--- src/rtl/beep_pkg.sv ---
// Shared definitions for the beep scheduler: state and source encodings,
// default timing constants and small helper functions.
package beep_pkg;

  typedef enum logic [2:0] {
    ST_IDLE,
    ST_CLICK,
    ST_CHIME_ON,
    ST_CHIME_OFF,
    ST_ALARM_ON,
    ST_ALARM_OFF
  } beep_state_t;

  localparam logic [1:0] SRC_NONE  = 2'b00;
  localparam logic [1:0] SRC_CLICK = 2'b01;
  localparam logic [1:0] SRC_CHIME = 2'b10;
  localparam logic [1:0] SRC_ALARM = 2'b11;

  localparam int unsigned DEF_CLICK_CYC     = 5_000_000;
  localparam int unsigned DEF_CHIME_ON_CYC  = 20_000_000;
  localparam int unsigned DEF_CHIME_OFF_CYC = 30_000_000;
  localparam int unsigned DEF_ALARM_SECS    = 60;
  localparam int unsigned DEF_SNOOZE_MIN    = 5;

  localparam int unsigned TIMER_W = 32;
  localparam int unsigned ALARM_W = 16;

  // Number of chime beeps for an hour value: hours mod 12, with 0 shown as 12.
  function automatic logic [3:0] chime_count(input logic [5:0] h);
    logic [5:0] r;
    r = h % 6'd12;
    return (r == 6'd0) ? 4'd12 : r[3:0];
  endfunction

  // {hours, minutes} of now + add minutes; minutes wrap at 60 with carry, hours wrap at 24.
  // add is expected to be below 60.
  function automatic logic [11:0] snooze_target(input logic [5:0] h, input logic [5:0] m,
                                                input int unsigned add);
    logic [6:0] ms;
    logic [5:0] hs;
    ms = {1'b0, m} + 7'(add);
    hs = h;
    if (ms >= 7'd60) begin
      ms = ms - 7'd60;
      hs = (h >= 6'd23) ? 6'd0 : h + 6'd1;
    end
    return {hs, ms[5:0]};
  endfunction

endpackage

--- src/rtl/beep_phase_timer.sv ---
// Loadable down-counter used for click and chime on/off phases.
// done is high while the count sits at zero; the count saturates there.
module beep_phase_timer #(
  parameter int unsigned W = 32
) (
  input  logic         clk,
  input  logic         reset_n,
  input  logic         load,
  input  logic [W-1:0] load_val,
  output logic         done
);

  logic [W-1:0] cnt;

  // Count down to zero after each load, holding at zero.
  always_ff @(posedge clk or negedge reset_n) begin
    if (!reset_n) begin
      cnt <= '0;
    end else if (load) begin
      cnt <= load_val;
    end else if (cnt != '0) begin
      cnt <= cnt - 1'b1;
    end
  end

  assign done = (cnt == '0);

endmodule

--- src/rtl/beep_scheduler.sv ---
// Arbitrates the audio_player beep gate between alarm, hourly chime and key
// click with fixed priority alarm > chime > click.
// Optional snooze support is built when BEEP_SNOOZE_EN is defined.
module beep_scheduler
  import beep_pkg::*;
#(
  parameter int unsigned CLICK_CYC     = DEF_CLICK_CYC,
  parameter int unsigned CHIME_ON_CYC  = DEF_CHIME_ON_CYC,
  parameter int unsigned CHIME_OFF_CYC = DEF_CHIME_OFF_CYC,
  parameter int unsigned ALARM_SECS    = DEF_ALARM_SECS,
  parameter int unsigned SNOOZE_MIN    = DEF_SNOOZE_MIN
) (
  input  logic       clk,
  input  logic       reset_n,
  input  logic       tick_1hz,
  input  logic [5:0] hours,
  input  logic [5:0] minutes,
  input  logic [5:0] seconds,
  input  logic [5:0] alarm_hours,
  input  logic [5:0] alarm_minutes,
  input  logic       alarm_en,
  input  logic       set_mod,
  input  logic       key_press,
  input  logic       stop,
  input  logic       snooze,
  output logic       beep_en,
  output logic [1:0] source,
  output logic       alarm_ringing
);

  beep_state_t        state, state_nxt;
  logic [ALARM_W-1:0] alarm_left, alarm_left_nxt;
  logic [3:0]         beeps_left, beeps_left_nxt;
  logic               timer_load;
  logic [TIMER_W-1:0] timer_val;
  logic               timer_done;
  logic               beep_en_nxt;
  logic [1:0]         source_nxt;
  logic               ringing_nxt;

  logic trig_ok, in_alarm, alarm_match, chime_hit, alarm_fire;
  logic snooze_match, snooze_take;

  assign trig_ok     = tick_1hz & ~set_mod;
  assign in_alarm    = (state == ST_ALARM_ON) || (state == ST_ALARM_OFF);
  assign alarm_match = alarm_en && (hours == alarm_hours) && (minutes == alarm_minutes)
                       && (seconds == 6'd0);
  assign chime_hit   = trig_ok && (minutes == 6'd0) && (seconds == 6'd0);
  assign alarm_fire  = trig_ok && (alarm_match || snooze_match);

`ifdef BEEP_SNOOZE_EN
  logic       snz_armed;
  logic [5:0] snz_hours, snz_minutes;

  assign snooze_take  = snooze && in_alarm;
  assign snooze_match = snz_armed && (hours == snz_hours) && (minutes == snz_minutes)
                        && (seconds == 6'd0);

  // Snooze target register: armed by snooze while ringing, cleared by stop or alarm disable.
  always_ff @(posedge clk or negedge reset_n) begin
    if (!reset_n) begin
      snz_armed   <= 1'b0;
      snz_hours   <= '0;
      snz_minutes <= '0;
    end else if (stop || !alarm_en) begin
      snz_armed <= 1'b0;
    end else if (snooze_take) begin
      snz_armed                  <= 1'b1;
      {snz_hours, snz_minutes}   <= snooze_target(hours, minutes, SNOOZE_MIN);
    end
  end
`else
  logic unused_snooze;
  assign unused_snooze = snooze;
  assign snooze_take   = 1'b0;
  assign snooze_match  = 1'b0;
`endif

  beep_phase_timer #(
    .W(TIMER_W)
  ) u_phase_timer (
    .clk      (clk),
    .reset_n  (reset_n),
    .load     (timer_load),
    .load_val (timer_val),
    .done     (timer_done)
  );

  // Next-state, pattern counters and registered-output decode.
  always_comb begin
    state_nxt      = state;
    alarm_left_nxt = alarm_left;
    beeps_left_nxt = beeps_left;
    timer_load     = 1'b0;
    timer_val      = '0;

    if (stop || snooze_take) begin
      state_nxt = ST_IDLE;
    end else if (alarm_fire && !in_alarm) begin
      state_nxt      = ST_ALARM_ON;
      alarm_left_nxt = ALARM_W'(ALARM_SECS);
    end else if (chime_hit && ((state == ST_IDLE) || (state == ST_CLICK))) begin
      state_nxt      = ST_CHIME_ON;
      beeps_left_nxt = chime_count(hours);
      timer_load     = 1'b1;
      timer_val      = TIMER_W'(CHIME_ON_CYC - 1);
    end else begin
      unique case (state)
        ST_IDLE: begin
          if (key_press) begin
            state_nxt  = ST_CLICK;
            timer_load = 1'b1;
            timer_val  = TIMER_W'(CLICK_CYC - 1);
          end
        end
        ST_CLICK: begin
          if (key_press) begin
            timer_load = 1'b1;
            timer_val  = TIMER_W'(CLICK_CYC - 1);
          end else if (timer_done) begin
            state_nxt = ST_IDLE;
          end
        end
        ST_CHIME_ON: begin
          if (timer_done) begin
            if (beeps_left <= 4'd1) begin
              state_nxt = ST_IDLE;
            end else begin
              state_nxt      = ST_CHIME_OFF;
              beeps_left_nxt = beeps_left - 4'd1;
              timer_load     = 1'b1;
              timer_val      = TIMER_W'(CHIME_OFF_CYC - 1);
            end
          end
        end
        ST_CHIME_OFF: begin
          if (timer_done) begin
            state_nxt  = ST_CHIME_ON;
            timer_load = 1'b1;
            timer_val  = TIMER_W'(CHIME_ON_CYC - 1);
          end
        end
        ST_ALARM_ON, ST_ALARM_OFF: begin
          if (tick_1hz) begin
            if (alarm_left <= ALARM_W'(1)) begin
              state_nxt      = ST_IDLE;
              alarm_left_nxt = '0;
            end else begin
              state_nxt      = (state == ST_ALARM_ON) ? ST_ALARM_OFF : ST_ALARM_ON;
              alarm_left_nxt = alarm_left - 1'b1;
            end
          end
        end
        default: state_nxt = ST_IDLE;
      endcase
    end

    beep_en_nxt = 1'b0;
    source_nxt  = SRC_NONE;
    ringing_nxt = 1'b0;
    unique case (state_nxt)
      ST_CLICK:     begin beep_en_nxt = 1'b1; source_nxt = SRC_CLICK; end
      ST_CHIME_ON:  begin beep_en_nxt = 1'b1; source_nxt = SRC_CHIME; end
      ST_CHIME_OFF: begin                     source_nxt = SRC_CHIME; end
      ST_ALARM_ON:  begin beep_en_nxt = 1'b1; source_nxt = SRC_ALARM; ringing_nxt = 1'b1; end
      ST_ALARM_OFF: begin                     source_nxt = SRC_ALARM; ringing_nxt = 1'b1; end
      default:      begin end
    endcase
  end

  // State, counters and outputs register.
  always_ff @(posedge clk or negedge reset_n) begin
    if (!reset_n) begin
      state         <= ST_IDLE;
      alarm_left    <= '0;
      beeps_left    <= '0;
      beep_en       <= 1'b0;
      source        <= SRC_NONE;
      alarm_ringing <= 1'b0;
    end else begin
      state         <= state_nxt;
      alarm_left    <= alarm_left_nxt;
      beeps_left    <= beeps_left_nxt;
      beep_en       <= beep_en_nxt;
      source        <= source_nxt;
      alarm_ringing <= ringing_nxt;
    end
  end

endmodule

--- config.mk ---
export PLATFORM = sky130hd
export DESIGN_NAME = beep_scheduler
export DESIGN_NICKNAME = d
export VERILOG_FILES = /design/src/rtl/beep_pkg.sv /design/src/rtl/beep_phase_timer.sv /design/src/rtl/beep_scheduler.sv
export SDC_FILE = /design/constraint.sdc
export NUM_CORES = 1
export LEC_CHECK = 0
export ABC_AREA = 1
export CORE_AREA = 2 2 92 94
export CTS_CLUSTER_DIAMETER = 200
export CTS_CLUSTER_SIZE = 25
export DETAILED_ROUTE_END_ITERATION = 8
export DIE_AREA = 0 0 94 96
export PLACE_DENSITY = 0.85
export SLEW_MARGIN = 40
export SYNTH_ARGS = -nofsm -noshare
export SYNTH_HDL_FRONTEND = slang
export SYNTH_SLANG_ARGS = --single-unit
--- constraint.sdc ---
create_clock -name clk -period 2.55 [get_ports clk]
set_input_delay 0.3825 -clock clk [delete_from_list [all_inputs] [get_ports clk]]
set_output_delay 0.3825 -clock clk [all_outputs]
set_load 0.02 [all_outputs]
== Word-level counts from Yosys, hierarchy flattened ==
Index checks and enable logic that the tools add are counted.

* Register bits after elaboration: 59
* Latch bits: 0
* Memory bits (writable): 0
* Memory bits (read-only): 0
* Input port bits: 38
* Logic and storage cells: 104
* Memories: 0

* Add/subtract/negate cells: 3
* Multiply operators: 0
* Div/mod/pow operators: 1
* Order comparisons: 2
* Equal/unequal tests: 14
* Shifts and indexed selects: 0
* Multiplexer cells: 44
* Bitwise operators: 4
* Reductions and logical operators: 29

{| class="wikitable"
|+ Operator list
! operator !! count
|-
| 25-bit 2-to-1 mux || 6
|-
| 16-bit 2-to-1 mux || 5
|-
| 25-bit case mux with 3 select lines || 1
|-
| 32-bit 2-to-1 mux || 2
|-
| 32-bit zero test || 1
|-
| 32-bit nonzero test || 1
|-
| 32-bit by 1-bit subtractor with 32-bit output (second input constant) || 1
|-
| 3-bit 2-to-1 mux || 10
|-
| 23-bit 2-to-1 mux || 1
|-
| 4-bit 2-to-1 mux || 5
|-
| 6-bit zero test || 3
|-
| 16-bit by 1-bit less-or-equal comparator with 1-bit output (second input constant) || 1
|-
| 16-bit by 1-bit subtractor with 16-bit output (second input constant) || 1
|-
| 3-bit case mux with 5 select lines || 1
|-
| 3-bit by 2-bit == test with 1-bit output (second input constant) || 4
|-
| 3-bit == test (second input constant) || 4
|-
| 6-bit == test || 2
|-
| 1-bit 2-to-1 mux || 10
|-
| 2-bit nonzero test || 5
|-
| 1-bit logical AND || 8
|-
| 2-bit OR reduction || 4
|-
| 3-bit by 1-bit == test with 1-bit output (second input constant) || 2
|-
| 6-bit by 4-bit modulo with 6-bit output (second input constant) || 1
|-
| 2-bit case mux with 3 select lines || 1
|-
| 13 further kinds || 17
|}

== Depth between registers and ports, before layout ==
* Word-level depth: 11
* Depth in mapped cells: 16

== Modules after synthesis ==
From an unflattened synthesis, not the netlist that was laid out.

* Cells, all modules: 727
* Area total of the unflattened synthesis: 4491.8 µm²

{| class="wikitable"
|+ By module, submodules not included
! module !! instances !! cells an instance !! area each (µm²) !! seq. area each (µm²)
|-
| beep_scheduler || 1 || 400 || 2292.2 || 675.6
|-
| beep_phase_timer || 1 || 327 || 2199.6 || 800.8
|}

== Worst setup path after synthesis ==
Ideal clock, no wire load.

* Kind: register -> register
* Start point: reg u_phase_timer.cnt[0]
* End point: reg u_phase_timer.cnt[11]
* Data arrival time: 1.858 ns
* Required time: 2.431 ns
* Setup slack: 0.573 ns
* Stages on the path, launching flop included: 13
* Path buffers: 3
* Cell sequence: dfrtp_1 > inv_1 > ha_1 > nand2_2 > nor2_4 > buf_6 > nand3_4 > nor3_4 > nand3_2 > buf_6 > buf_6 > a31oi_1 > inv_1

* Longest elaborated chain between the ends: 7

{| class="wikitable"
|+ Ends and longest elaborated chain
! item !! RTL line !! RTL
|-
| start, declared || beep_phase_timer.sv:13 || <nowiki>logic [W-1:0] cnt;</nowiki>
|-
| start signal, assigned || beep_phase_timer.sv:20 || <nowiki>cnt <= load_val;</nowiki>
|-
| start signal, assigned || beep_phase_timer.sv:22 || <nowiki>cnt <= cnt - 1'b1;</nowiki>
|-
| branches (longest 7 deep; another with 32-bit by 1-bit subtractor with 32-bit output) || n/a ||
|}

Parallel ways; which one is timed is not known. The select of a mux whose other input is x is not followed.
A chain may end at the register's enable or synchronous reset.

== Final worst setup path ==
* Start point: reg u_phase_timer.cnt[0]
* End point: reg u_phase_timer.cnt[23]

* Longest elaborated chain between the ends: 7

{| class="wikitable"
|+ Ends and longest elaborated chain
! item
|-
| branches (longest 7 deep; another with 32-bit by 1-bit subtractor with 32-bit output)
|}

Parallel ways; which one is timed is not known. The select of a mux whose other input is x is not followed.

==> flow_summary.yaml <==
outcome:
  run_status: "finished clean"
drt:
  drc: 0
  drt_first_iter_violations: 211
  routedWlPerCell_um: 13.3
  via_per_inst: 5.28
  num_vias: 4328
  postRouteWirelength_mm: 10.9
  antenna_violating_nets_post_route: 0
  dr.pass1.iters: 5
die:
  design.portCount: 42
  die_height_um: 96
  row_count: 33
  chipWidth_um: 94
  effective_utilization_at_floorplan: 0.536
  core_um2: 8050
  die_area_um2: 9020
global_routing:
  maximum_number_of_pins_on_one_net_before_global_route_repair: 35
  antenna_found_initial: 0
  first_global_vias: 4178
  grt.total_usage: 0.259
  grt_first_pass_wirelength_mm: 18.5
  gr-total-overflow: 0
logic_synthesis:
  gate_count_post_synth: 652
  post-synth-top-area-fraction: 0.342
  synth_ff_type: "sky130_fd_sc_hd__dfrtp_1"
  postSynth.asyncResetShare: 1.00
  synth-edff-count: 0
  synth.yosys.seq_area_share: 0.342
  synth.cell_area_um2: 4320
  synth_common_cells: "sky130_fd_sc_hd__nand2_1, sky130_fd_sc_hd__nor2_1, sky130_fd_sc_hd__inv_1"
  count_leader_synth: "sky130_fd_sc_hd__nand2_1"
  synth_area_per_cell_um2: 6.62
  synth.top_cells.by_area: "sky130_fd_sc_hd__dfrtp_1, sky130_fd_sc_hd__nand2_1, sky130_fd_sc_hd__nor2_1"
  syn_nets: 695
  netlist.top_cell.by_area: "sky130_fd_sc_hd__dfrtp_1"
  postSynthRegisterBits: 59
  library_cells_used_by_synthesis: 37
  synthesis_warnings: 0
min_path:
  min-delay-path-class: "input pin to async pin"
cts:
  cts.clk_slew.worst_paths_ns: 0.08
  cts_tree: "done"
  clock_latency_ns: 0.35
  clockRootBuffer: "sky130_fd_sc_hd__clkbuf_8"
  post_cts_gate_resize_count: 0
  cts_inserted_buffers: 9
  post_cts_hold_buffer_count: 0
  numClockSinks: 59
  clock_tree.htree_level_count: 3
  postCtsSetupRepairBufs: 0
  cts.path.max_buffers: 2
timing:
  fin_crit_sh: 0.886
  drv_slew: 0
  final-hold-violation-count: 0
  finClkSkew_ns: 0.0109
  worst_slew_pin_slew_ns: 0.631
  slew-limit-headroom: 0.579
  tns_ns: 0
  rsz0062_at_grt: "false"
  layout_min_cycle_time_ns: 2.26
  setup-violations-final: 0
  max_freq_mhz: 443
place:
  place.gp.congestion: 0.937
  port-buffer-count: 40
  dp.final_hpwl_mm: 8.56
power_and_ir_drop:
  power_per_cell_area_nw_per_um2: 462
  ir_drop_mv: 0.373
  totalPowerFinal_uw: 2370
  static_leakage_uw: 0.00265
cells_and_area:
  finalCoreUtilization: 0.636
  post_route_cells_drive_above_1_share: 0.0909
  final_net_count: 753
  area.growth.synth_to_final_pct: 18.7
  antennaDiodeCount: 0
critical_path:
  worst_setup_path_start_kind: "register"
  critical_path_class: "register to register"
  worstPathMaxFanout: 17
  arrival_time_of_the_worst_setup_path_ns: 2.50
  critical_path.endpoint_type: "register"
  critical_path_required_ns: 2.79
run:
  drv_cap: 0
-- cell type report --
cell class / count / area, µm²
Sequential cell: 59 / 1480
Tap cell: 105 / 131
Clock buffer: 9 / 124
Timing Repair Buffer: 56 / 528
Clock inverter: 7 / 100
Inverter: 84 / 315
Multi-Input combinational cell: 500 / 2450
Fill cell: 720 / 2930
-- per-stage QoR --
step           hold slack [ns]  area [µm²]  setup WS, ns  std cells
6_report                0.0429        5120         0.291        820
5_1_grt                 0.0764        5120         0.116        820
4_1_cts                 0.0470        5120         0.306        820
3_5_place_dp             0.426        4900        0.0657        804
3_3_place_gp             0.427        4900         0.130        804
2_1_floorplan           0.0869        4320         0.573        652
-- flip-flops by register name (all words and copies together) (netlist names) --
register and count:
u_phase_timer.cnt 32, source 2, beeps_left 4, alarm_ringing 1, alarm_left 16, state 3
beep_en 1
-- cells in the final DEF, fill, tap and decap left out, types with 4 or more instances in the layout --
cell type and instances:
sky130_fd_sc_hd__nand2_1 183, sky130_fd_sc_hd__nor2_1 116, sky130_fd_sc_hd__inv_1 81, sky130_fd_sc_hd__nand3_1 59
sky130_fd_sc_hd__dfrtp_1 59, sky130_fd_sc_hd__clkdlybuf4s50_1 39, sky130_fd_sc_hd__xnor2_1 19, sky130_fd_sc_hd__o21ai_0 17
sky130_fd_sc_hd__nand4_1 17, sky130_fd_sc_hd__buf_4 15, sky130_fd_sc_hd__nor3_1 13, sky130_fd_sc_hd__xor2_1 12
sky130_fd_sc_hd__a21oi_1 12, sky130_fd_sc_hd__nand2_2 9, sky130_fd_sc_hd__clkbuf_8 9, sky130_fd_sc_hd__nor2_2 6
sky130_fd_sc_hd__ha_1 5, sky130_fd_sc_hd__nor2_4 4, sky130_fd_sc_hd__nand3b_1 4
-- path summary, 6_finish.rpt --
kind | slack, ns | depth (start not counted) | from | to
min reg2reg | 0.52 | 2 | beeps_left[1] | beeps_left[1]
max in group asynchronous | 1.89 | 2 | reset_n | alarm_ringing
max | 0.29 | 12 | u_phase_timer.cnt[0] | u_phase_timer.cnt[23]
min in group clk | 0.52 | 2 | beeps_left[1] | beeps_left[1]
min | 0.04 | 1 | reset_n | u_phase_timer.cnt[1]
max reg2reg | 0.29 | 12 | u_phase_timer.cnt[0] | u_phase_timer.cnt[23]
-- per-layer routing --
metal	vias to the layer above	part of all wire	GRT usage
met4	0	0.012	0.0713
met3	15	0.051	0.0486
met2	117	0.50	0.465
met1	2018	0.44	0.319
li1	2178	-	-
met5	-	0	0
-- report_power, final --
| group | internal [µW] | leakage [µW] | switching (µW) |
|---|---|---|---|
| Sequential | 984 | 0.000723 | 51.5 |
| Clock | 556 | 0.000102 | 416 |
| Combinational | 151 | 0.00183 | 208 |
| Total | 1690 | 0.00265 | 675 |
-- critical path: stages (launching register included) --
cell	delay, ns
sky130_fd_sc_hd__dfrtp_1	0.41
sky130_fd_sc_hd__inv_1	0.18
sky130_fd_sc_hd__ha_1	0.25
sky130_fd_sc_hd__nand2_2	0.10
sky130_fd_sc_hd__nor2_4	0.24
sky130_fd_sc_hd__nand3_4	0.15
sky130_fd_sc_hd__nor3_4	0.19
sky130_fd_sc_hd__nand3_2	0.14
sky130_fd_sc_hd__buf_4	0.23
sky130_fd_sc_hd__nand3_1	0.10
sky130_fd_sc_hd__nand2_1	0.05
sky130_fd_sc_hd__nand2_1	0.06
sky130_fd_sc_hd__inv_1	0.05
-- cells by family after synthesis --
family | share of synthesized area
xor+xnor | 0.0629
buf+inv | 0.0910
simple gates | 0.440
compound gates | 0.0496
flops | 0.342
fa+ha+maj | 0.0145
Note: power is estimated with default switching activity, not from simulation.
